**src/rtl/image_write_pkg.sv**
```systemverilog
// Shared definitions for the image source/sink pair: frame geometry defaults,
// sink FSM encoding and the address-width helper.
package image_pkg;

  localparam int unsigned DEF_WIDTH  = 768;
  localparam int unsigned DEF_HEIGHT = 512;

  typedef enum logic [1:0] {
    ST_IDLE  = 2'd0,
    ST_FRAME = 2'd1,
    ST_DRAIN = 2'd2,
    ST_DONE  = 2'd3
  } state_t;

  // Bits needed to index 'count' items; never less than one.
  function automatic int unsigned addr_width(input int unsigned count);
    return (count <= 32'd1) ? 32'd1 : $clog2(count);
  endfunction

endpackage

```
**src/rtl/image_write_pixel_fifo.sv**
```systemverilog
// Show-ahead synchronous FIFO holding {addr, R, G, B} write entries.
// Pointers carry an extra MSB so full and empty are told apart without a counter.
module pixel_fifo #(
  parameter int unsigned DATA_W = 27,
  parameter int unsigned DEPTH  = 16
) (
  input  logic              clk,
  input  logic              rst_n,
  input  logic              push,
  input  logic [DATA_W-1:0] wdata,
  input  logic              pop,
  output logic [DATA_W-1:0] rdata,
  output logic              full,
  output logic              empty,
  output logic              single
);

  localparam int unsigned PW = $clog2(DEPTH);
  localparam logic [PW:0] PTR_ONE = {{PW{1'b0}}, 1'b1};

  logic [DATA_W-1:0] mem_r [DEPTH];
  logic [PW:0]       wr_ptr_r;
  logic [PW:0]       rd_ptr_r;
  logic [PW:0]       count_s;
  logic              do_push_s;
  logic              do_pop_s;

  assign empty   = (wr_ptr_r == rd_ptr_r);
  assign full    = (wr_ptr_r[PW] != rd_ptr_r[PW]) && (wr_ptr_r[PW-1:0] == rd_ptr_r[PW-1:0]);
  assign count_s = wr_ptr_r - rd_ptr_r;
  assign single  = (count_s == PTR_ONE);

  // A pop frees the slot the push writes, so a full FIFO still accepts it.
  assign do_pop_s  = pop && !empty;
  assign do_push_s = push && (!full || do_pop_s);

  assign rdata = empty ? {DATA_W{1'b0}} : mem_r[rd_ptr_r[PW-1:0]];

  // Entry storage; contents are only observable through a valid read pointer.
  always_ff @(posedge clk) begin
    if (do_push_s) begin
      mem_r[wr_ptr_r[PW-1:0]] <= wdata;
    end
  end

  // Read/write pointer advance.
  always_ff @(posedge clk or negedge rst_n) begin
    if (!rst_n) begin
      wr_ptr_r <= {(PW+1){1'b0}};
      rd_ptr_r <= {(PW+1){1'b0}};
    end else begin
      if (do_push_s) begin
        wr_ptr_r <= wr_ptr_r + PTR_ONE;
      end
      if (do_pop_s) begin
        rd_ptr_r <= rd_ptr_r + PTR_ONE;
      end
    end
  end

endmodule

```
**src/rtl/image_write.sv**
```systemverilog
// Frame sink: samples the RGB stream, maps pixels to BMP bottom-up addresses,
// buffers them and drains them over a ready/valid port; reports sum and errors.
module image_write
  import image_pkg::*;
#(
  parameter int unsigned WIDTH      = DEF_WIDTH,
  parameter int unsigned HEIGHT     = DEF_HEIGHT,
  parameter int unsigned FIFO_DEPTH = 16,
  parameter int unsigned ADDR_W     = addr_width(WIDTH * HEIGHT)
) (
  input  logic              HCLK,
  input  logic              HRESETn,
  input  logic              VSYNC,
  input  logic              HSYNC,
  input  logic              DE,
  input  logic [7:0]        DATA_R,
  input  logic [7:0]        DATA_G,
  input  logic [7:0]        DATA_B,
  output logic              m_valid,
  input  logic              m_ready,
  output logic [ADDR_W-1:0] m_addr,
  output logic [23:0]       m_data,
  output logic              frame_done,
  output logic [31:0]       frame_sum,
  output logic              line_err,
  output logic              frame_err,
  output logic              overflow
);

  localparam int unsigned CW     = addr_width(WIDTH);
  localparam int unsigned RW     = addr_width(HEIGHT);
  localparam int unsigned AW1    = ADDR_W + 1;
  localparam int unsigned DATA_W = ADDR_W + 24;

  state_t            state_r;
  logic              vsync_d_r;
  logic [RW-1:0]     row_r;
  logic [CW-1:0]     col_r;
  logic [31:0]       sum_r;

  logic              vsync_rise_s;
  logic              push_s;
  logic              pop_s;
  logic              ovf_s;
  logic              col_last_s;
  logic              row_last_s;
  logic [31:0]       pix_sum_s;
  logic [AW1-1:0]    line_idx_s;
  logic [AW1-1:0]    addr_full_s;
  logic [ADDR_W-1:0] pix_addr_s;
  logic [DATA_W-1:0] fifo_wdata_s;
  logic [DATA_W-1:0] fifo_rdata_s;
  logic              fifo_full_s;
  logic              fifo_empty_s;
  logic              fifo_single_s;

  assign vsync_rise_s = VSYNC && !vsync_d_r;
  assign col_last_s   = (col_r == CW'(WIDTH - 1));
  assign row_last_s   = (row_r == RW'(HEIGHT - 1));
  assign pix_sum_s    = 32'(DATA_R) + 32'(DATA_G) + 32'(DATA_B);

  // First stream line lands on the last memory line (bottom-up bitmap).
  assign line_idx_s   = AW1'(HEIGHT - 1) - AW1'(row_r);
  assign addr_full_s  = AW1'(WIDTH) * line_idx_s + AW1'(col_r);
  assign pix_addr_s   = ADDR_W'(addr_full_s);
  assign fifo_wdata_s = {pix_addr_s, DATA_R, DATA_G, DATA_B};

  // A frame-start edge takes priority over a pixel in the same cycle.
  assign push_s = (state_r == ST_FRAME) && DE && !vsync_rise_s;
  assign pop_s  = m_valid && m_ready;
  assign ovf_s  = push_s && fifo_full_s && !pop_s;

  assign m_valid = !fifo_empty_s;
  assign m_addr  = fifo_rdata_s[DATA_W-1:24];
  assign m_data  = fifo_rdata_s[23:0];

  pixel_fifo #(
    .DATA_W (DATA_W),
    .DEPTH  (FIFO_DEPTH)
  ) u_fifo (
    .clk    (HCLK),
    .rst_n  (HRESETn),
    .push   (push_s),
    .wdata  (fifo_wdata_s),
    .pop    (pop_s),
    .rdata  (fifo_rdata_s),
    .full   (fifo_full_s),
    .empty  (fifo_empty_s),
    .single (fifo_single_s)
  );

  // Frame FSM with row/col counters, checksum and sticky error flags.
  always_ff @(posedge HCLK or negedge HRESETn) begin
    if (!HRESETn) begin
      state_r    <= ST_IDLE;
      vsync_d_r  <= 1'b0;
      row_r      <= {RW{1'b0}};
      col_r      <= {CW{1'b0}};
      sum_r      <= 32'd0;
      frame_done <= 1'b0;
      frame_sum  <= 32'd0;
      line_err   <= 1'b0;
      frame_err  <= 1'b0;
      overflow   <= 1'b0;
    end else begin
      vsync_d_r  <= VSYNC;
      frame_done <= 1'b0;
      if (ovf_s) begin
        overflow <= 1'b1;
      end
      if (vsync_rise_s) begin
        row_r     <= {RW{1'b0}};
        col_r     <= {CW{1'b0}};
        sum_r     <= 32'd0;
        line_err  <= 1'b0;
        overflow  <= 1'b0;
        frame_err <= (state_r == ST_FRAME) || (state_r == ST_DRAIN);
        state_r   <= ST_FRAME;
      end else begin
        case (state_r)
          ST_IDLE: begin
            state_r <= ST_IDLE;
          end
          ST_FRAME: begin
            if (DE) begin
              sum_r <= sum_r + pix_sum_s;
              if (col_last_s) begin
                col_r <= {CW{1'b0}};
                if (row_last_s) begin
                  state_r <= ST_DRAIN;
                end else begin
                  row_r <= row_r + RW'(1);
                end
              end else begin
                col_r <= col_r + CW'(1);
              end
            end else if (HSYNC && (col_r != {CW{1'b0}})) begin
              // Short line: close it; a short last line ends the frame early.
              line_err <= 1'b1;
              col_r    <= {CW{1'b0}};
              if (row_last_s) begin
                frame_err <= 1'b1;
                state_r   <= ST_DRAIN;
              end else begin
                row_r <= row_r + RW'(1);
              end
            end
          end
          ST_DRAIN: begin
            if (fifo_empty_s || (fifo_single_s && pop_s)) begin
              frame_done <= 1'b1;
              frame_sum  <= sum_r;
              state_r    <= ST_DONE;
            end
          end
          ST_DONE: begin
            state_r <= ST_IDLE;
          end
          default: begin
            state_r <= ST_IDLE;
          end
        endcase
      end
    end
  end

endmodule

```
**config.mk**
```make
export PLATFORM = sky130hd
export DESIGN_NAME = image_write
export DESIGN_NICKNAME = d
export VERILOG_FILES = /design/src/rtl/image_write_pkg.sv /design/src/rtl/image_write_pixel_fifo.sv /design/src/rtl/image_write.sv
export SDC_FILE = /design/constraint.sdc
export NUM_CORES = 1
export LEC_CHECK = 0
export ABC_AREA = 1
export BUFFER_PORTS_ARGS = -buffer_cell sky130_fd_sc_hd__buf_2
export CAP_MARGIN = 20
export CORE_ASPECT_RATIO = 0.5
export CORE_MARGIN = 5
export CORE_UTILIZATION = 32
export DETAILED_ROUTE_END_ITERATION = 6
export SYNTH_ARGS = -nofsm -noshare
export SYNTH_HDL_FRONTEND = slang
export SYNTH_SLANG_ARGS = --single-unit
```
**constraint.sdc**
```tcl
create_clock -name HCLK -period 6.7 [get_ports HCLK]
set_input_delay 0.67 -clock HCLK [delete_from_list [all_inputs] [get_ports HCLK]]
set_output_delay 0.67 -clock HCLK [all_outputs]
set_load 0.02 [all_outputs]
```
==> load_flow_metrics.sql, run 1 <==
INSERT INTO impl_metrics (metric_group, metric, value, unit) VALUES
('worst_setup_path', 'rrSetupSlack', '2.22', 'ns'),
('pwr', 'pleak', '13.3', 'nW'),
('detailed_routing', 'wl_per_cell', '19.6', 'um'),
('floorplan', 'design.portCount', '110', ''),
('synth', 'postSynth.asyncResetShare', '0.127', ''),
('placement', 'place.port_buffers', '109', ''),
('pwr', 'comb_power_share', '0.374', ''),
('clock_network', 'hold_buffers', '0', ''),
('synth', 'synth_common_cells', 'edfxtp_1 (688), nor2_1 (488), o21ai_0 (386), nand2_1 (333), inv_1 (153)', ''),
('synth', 'synth_top_area_share', '0.613', ''),
('detailed_routing', 'dr.first_iter.drc_count', '2096', ''),
('timing', 'transition_time_at_the_pin_with_the_least_slew_margin', '1.10', 'ns'),
('placement', 'place_area', '35700', 'sq um'),
('placement', 'placed_cells', '4271', ''),
('timing', 'fin_crit', '4.78', 'ns'),
('pwr', 'max-vdd-ir-drop', '0.229', 'mV'),
('finish', 'nNetsFinal', '3028', ''),
('timing', 'final_max_slew_viol_count', '0', ''),
('worst_setup_path', 'worst-setup-path-type', 'flop to output port', ''),
('clock_network', 'tritoncts', 'yes', ''),
('timing', 'timing.max_slew.rel_slack', '0.264', ''),
('finish', 'final_cells', '4412', ''),
('global_routing', 'global_route.overflow_total', '0', ''),
('clock_network', 'cts-root-to-sink-buffers', '3', ''),
('worst_setup_path', 'reg2reg_depth', '9', ''),
('synth', 'synth-seq-area-share', '0.687', ''),
('clock_network', 'cts_inserted_buffers', '77', ''),
('worst_setup_path', 'worst_r2r_endpoint', 'u_fifo.mem_r[12][21]', ''),
('timing', 'tns', '0', 'ns'),
('pwr', 'total_switching_power', '6.60', 'mW'),
('finish', 'drive_gt1_frac', '0.116', ''),
('synth', 'synth.yosys.warnings', '0', ''),
('floorplan', 'horiz_die_dim', '469', 'um'),
('detailed_routing', 'routed_via_density', '5.08', ''),
('finish', 'area_growth_from_synthesis_to_final_layout', '13.3', '%'),
('synth', 'netlist_instances', '2858', ''),
('detailed_routing', 'via_count', '22400', ''),
('pwr', 'p_int', '10.1', 'mW'),
('timing', 'clock-skew-final', '0.0180', 'ns'),
('timing', 'postLayoutSetupSlackWorst', '1.92', 'ns'),
('worst_setup_path', 'crit_required', '6.03', 'ns'),
('floorplan', 'design.die.area', '112000', 'sq um'),
('global_routing', 'via_count_of_the_first_global_routing_pass', '21700', ''),
('clock_network', 'clk_latency', '0.62', 'ns'),
('finish', 'regArea', '23200', 'sq um'),
('worst_setup_path', 'worst-path-max-fanout', '133', ''),
('worst_hold_path', 'hold_path.class', 'input pin to async pin', ''),
('pwr', 'power.density', '437', 'nW/um^2'),
('pwr', 'sequentialPowerShare', '0.381', ''),
('worst_setup_path', 'worstReg2RegStart', 'u_fifo.rd_ptr_r[1]', ''),
('flow_run', 'maxCapViolCount', '0', ''),
('placement', 'pre_cts_slack', '2.05', 'ns'),
('synth', 'synth.lib_cells_used.distinct', '45', ''),
('timing', 'post-route-period-util', '0.713', ''),
('floorplan', 'die_height', '239', 'um'),
('synth', 'synth_top_cell_by_area', 'edfxtp_1', ''),
('clock_network', 'cts.sinks', '788', ''),
('timing', 'timing.final.hold_violations', '0', ''),
('synth', 'synth.net_count', '2951', ''),
('timing', 'fmax', '0.209', 'GHz'),
('synth', 'number_of_synthesized_flops_with_an_enable_pin', '688', ''),
('synth', 'synthMostInstantiatedCell', 'edfxtp_1', ''),
('global_routing', 'gr-usage-all-layers', '0.151', ''),
('synth', 'synth.ff_latch_count', '788', ''),
('floorplan', 'core_area', '105000', 'sq um'),
('pwr', 'switching_share', '0.396', ''),
('worst_setup_path', 'crit_path_start_kind', 'flop', ''),
('detailed_routing', 'detail_route.first_pass.iterations', '5', ''),
('global_routing', 'largest_net_degree_at_the_start_of_global_routing', '181', ''),
('floorplan', 'initial_utilization', '0.322', ''),
('status', 'status', 'finished, final reports clean', '');
==> how the worst max path moves through the flow <==
stage / from / endpoint / slack (ns)
global route: u_fifo.rd_ptr_r[1] / m_data[10] / 1.73
global placement: u_fifo.rd_ptr_r[1] / m_addr[8] / 2.10
CTS: u_fifo.rd_ptr_r[1] / m_addr[8] / 1.37
finish: u_fifo.rd_ptr_r[0] / m_data[7] / 1.92
floorplan: u_fifo.rd_ptr_r[1] / u_fifo.mem_r[0][0] / 2.64
detailed placement: u_fifo.rd_ptr_r[1] / m_addr[8] / 2.05
==> layout by cell type (no fill, tap or decap), types with 23 or more instances in the layout <==
cell type	netlist	routed
xor2_1	23	23
dfrtp_1	100	97
ha_1	44	44
nor2_1	488	472
o221ai_1	25	25
clkbuf_16	0	78
nand2_1	333	333
a31oi_1	43	43
o21ai_2	39	39
o22ai_1	89	89
buf_2	39	108
nand3_1	86	86
edfxtp_1	688	688
a21oi_1	26	26
inv_1	153	152
buf_4	8	37
o21ai_0	386	386
o211ai_1	61	61
==> power groups by stage <==
stage	Combinational (mW)	Clock [mW]	Sequential [mW]
detailed placement	6.21	0	6.46
CTS	6.23	4.17	6.35
global placement	6.11	0	6.45
floorplan	4.14	0	6.37
finish	6.24	4.10	6.36
global route	6.88	4.37	6.40
==> metal layers <==
metal  wire length (um)  global-route usage  vias up
met3               5970              0.0324      114
met2              40000               0.239      737
li1                   -                   -    10400
met1              39100               0.215    11200
met4               1550              0.0353        0
met5                  0                   0        -
==> registers in the layout (all words and copies together), names as in the netlist <==
register         flops
col_r               10
frame_done           1
frame_err            1
frame_sum           32
line_err             1
overflow             1
row_r                9
state_r              2
sum_r               32
u_fifo.mem_r       688
u_fifo.rd_ptr_r      5
u_fifo.wr_ptr_r      5
vsync_d_r            1
==> critical path, cell delays in order (launching register included) <==
cell and delay [ns]:
dfrtp_4 0.79, inv_8 0.65, buf_4 0.63, o21ai_0 0.15
o22ai_1 0.24, nand2_1 0.09, a31oi_1 0.47, buf_2 0.27
==> logic make-up after synthesis <==
logic type / share of synthesized area
xor+xnor: 0.00702
simple gates: 0.119
compound gates: 0.119
flops: 0.687
fa+ha+maj: 0.0276
buf+inv: 0.0397
==> through the flow <==
stage,power (mW),util
2_1_floorplan,10.5,-
3_3_place_gp,12.6,0.341
3_5_place_dp,12.7,0.341
4_1_cts,16.8,0.363
5_1_grt,17.7,0.364
6_report,16.7,0.364
==> cell type report <==
class	instances	area share
diodes	1	0.0000656
clock buffers	96	0.0534
clock inverters	40	0.00751
inverters	162	0.0162
multi-input cells	1755	0.244
flip-flops and latches	788	0.607
well taps	1419	0.0465
repair buffers	151	0.0250
Note: power is estimated with default switching activity, not from simulation.
==> run 2: changes to the inputs <==
==> constraint.sdc (replaced) <==
create_clock -name HCLK -period 3.95 [get_ports HCLK]
set_input_delay 0.395 -clock HCLK [delete_from_list [all_inputs] [get_ports HCLK]]
set_output_delay 0.395 -clock HCLK [all_outputs]
set_load 0.02 [all_outputs]
==> load_flow_metrics.sql, run 2 (synthesized netlist as in run 1, its figures left out) <==
INSERT INTO impl_metrics (metric_group, metric, value, unit) VALUES
('status', 'status', 'finished, final reports clean', ''),
('worst_setup_path', 'timing.critical_path.max_delay_family', 'buffers and inverters', ''),
('worst_hold_path', 'min-delay-start', 'DATA_G[2]', ''),
('timing', 'fmax', '0.260', 'GHz'),
('worst_setup_path', 'timing.critical_path.buf_inv', '4', ''),
('finish', 'layout.filler_cells', '10000', ''),
('clock_network', 'cts_repair_resized_insts', '0', ''),
('timing', 'postLayoutSetupSlackWorst', '0.0982', 'ns'),
('worst_setup_path', 'worstReg2RegStart', 'u_fifo.rd_ptr_r[2]', ''),
('worst_setup_path', 'endpoint_kind', 'output port', ''),
('placement', 'dp_hpwl', '52.4', 'mm'),
('finish', 'largest_register_ffs', '688', ''),
('placement', 'pre_cts_slack', '0.172', 'ns'),
('flow_run', 'maxCapViolCount', '0', ''),
('timing', 'unrepaired_setup_endpoints_after_global_routing', 'false', ''),
('worst_setup_path', 'crit_path_start_kind', 'flop', ''),
('floorplan', 'placement_rows', '84', ''),
('finish', 'most-common-layout-cells', 'edfxtp_1 (688), nor2_1 (472), o21ai_0 (386)', ''),
('worst_setup_path', 'worst-path-max-fanout', '15', ''),
('worst_setup_path', 'max_stage_delay', '0.59', 'ns'),
('finish', 'layout.cells.most_common', 'edfxtp_1', ''),
('pwr', 'power.density', '746', 'nW/um^2'),
('floorplan', 'design.portCount', '110', ''),
('worst_setup_path', 'list_of_cells_traversed_by_the_critical_path', 'clkinv_1, ha_1, nand2_1, nor2_1, nand2_2, inv_2, buf_4, a31oi_1, buf_2', ''),
('detailed_routing', 'drt.antenna.violating_nets', '0', ''),
('clock_network', 'cts-root-to-sink-buffers', '3', ''),
('timing', 'report.final.setup_viol', '0', ''),
('worst_setup_path', 'critical_path_arrival', '3.46', 'ns'),
('floorplan', 'design.die.area', '112000', 'sq um'),
('clock_network', 'clock_transition_at_the_register_clock_pins_on_the_worst_setup_and_hold_paths_after_cts', '0.06', 'ns'),
('worst_setup_path', 'crit_required', '3.56', 'ns'),
('timing', 'fin_crit', '3.85', 'ns'),
('floorplan', 'die_height', '239', 'um'),
('detailed_routing', 'routed_via_density', '5.13', ''),
('floorplan', 'core_area', '105000', 'sq um'),
('clock_network', 'cts_inserted_buffers', '78', ''),
('floorplan', 'initial_utilization', '0.322', ''),
('timing', 'clock-skew-final', '0.0220', 'ns'),
('worst_setup_path', 'worst-setup-path-type', 'flop to output port', ''),
('detailed_routing', 'via_count', '22900', ''),
('timing', 'fin_worst_hold_slack', '0.0642', 'ns'),
('worst_setup_path', 'cp-startpoint', 'u_fifo.rd_ptr_r[2]', ''),
('worst_setup_path', 'slowest_stage', 'dfrtp_2', ''),
('timing', 'timing.final.hold_violations', '0', ''),
('clock_network', 'tritoncts', 'yes', ''),
('global_routing', 'grt_first_pass_wirelength', '137', 'mm'),
('placement', 'place.port_buffers', '109', ''),
('finish', 'nNetsFinal', '3071', ''),
('clock_network', 'cts-root-buf', 'clkbuf_16', ''),
('global_routing', 'gr-usage-all-layers', '0.160', ''),
('detailed_routing', 'detail_route.first_pass.iterations', '5', ''),
('timing', 'timing.max_slew.rel_slack', '0.362', ''),
('detailed_routing', 'drc', '0', ''),
('placement', 'gp_congestion', '0.827', ''),
('timing', 'transition_time_at_the_pin_with_the_least_slew_margin', '0.957', 'ns'),
('detailed_routing', 'wl_per_cell', '20.7', 'um'),
('pwr', 'pleak', '13.6', 'nW'),
('detailed_routing', 'finalWirelength', '92.2', 'mm'),
('pwr', 'max-vdd-ir-drop', '0.699', 'mV'),
('global_routing', 'largest_net_degree_at_the_start_of_global_routing', '169', ''),
('clock_network', 'cts.sinks', '788', ''),
('clock_network', 'htree_num_levels', '3', ''),
('finish', 'finalCoreUtilization', '0.370', ''),
('worst_hold_path', 'hold_path.class', 'input pin to flop', ''),
('clock_network', 'clk_latency', '0.64', 'ns'),
('timing', 'final_max_slew_viol_count', '0', ''),
('timing', 'post-route-period-util', '0.975', ''),
('global_routing', 'global_route.overflow_total', '0', ''),
('global_routing', 'via_count_of_the_first_global_routing_pass', '21700', ''),
('global_routing', 'antenna_found_initial', '8', ''),
('floorplan', 'horiz_die_dim', '469', 'um'),
('finish', 'area_growth_from_synthesis_to_final_layout', '14.9', '%'),
('detailed_routing', 'dr.first_iter.drc_count', '2323', ''),
('clock_network', 'setup_fix_buffers_added_after_clock_tree_synthesis', '0', ''),
('finish', 'drive_gt1_frac', '0.127', '');
-- run 2: changes by cell type in the layout (fill, tap and decap cells not counted), moves of 3 or more --
cell           previous run  this run
dlygate4sd3_1             0         4
clkbuf_1                 16        22
diode_2                   1         7
clkinv_1                 20        16
buf_4                    37        63
buf_12                    2        17
clkinvlp_4                3         0
-- run 2: repair_timing --
item                       CTS  global route
hold buffers                 4             0
setup endpoints to repair    0             0
hold endpoints to repair    62             0
-- run 2: final timing paths --
check / end / slack, ns / cells after the start
worst max register to register: u_fifo.mem_r[2][7] / 0.61 / 9
worst max-delay path: m_addr[15] / 0.1 / 9
worst min-delay path: u_fifo.mem_r[12][10] / 0.06 / 1
worst min register to register: frame_sum[3] / 0.48 / 2
min in group asynchronous: sum_r[6] / 0.44 / 2
max in group asynchronous: frame_sum[17] / 2.58 / 3
-- run 2: area by class of cell --
class | count | area (sq um) | share of cell area
clock inverters | 39 | 345 | 0.00892
inverters | 162 | 617 | 0.0159
repair buffers | 193 | 1420 | 0.0367
diodes | 7 | 17.5 | 0.000452
clock buffers | 101 | 2060 | 0.0532
multi-input cells | 1755 | 9320 | 0.241
well taps | 1419 | 1780 | 0.0458
flip-flops and latches | 788 | 23200 | 0.598
-- run 2: stage by stage --
stage / cell area [sq um] / total power, mW / cells / setup TNS, ns
5_1_grt: 38700 / 30.5 / 4460 / 0
4_1_cts: 38700 / 29.0 / 4454 / 0
3_3_place_gp: 36200 / 21.7 / 4310 / 0
3_5_place_dp: 36200 / 21.9 / 4310 / 0
6_report: 38700 / 28.9 / 4464 / 0
2_1_floorplan: 33700 / 17.8 / 2858 / -55.70
-- run 2: power breakdown --
part / internal (mW) / switching [mW] / leakage [nW]
Sequential: 10.2 / 0.444 / 7.47
Combinational: 3.26 / 7.92 / 4.91
Clock: 3.98 / 3.16 / 1.18
-- run 2: routing by layer --
layer  global-route usage  share of wire  up-vias  wire (um)
met3               0.0289          0.071      130       6590
met4               0.0418          0.024        2       2190
li1                     -              -    10500          -
met2                0.251           0.46      830      42300
met5                    0        0.00012        -         11
met1                0.229           0.45    11500      41100
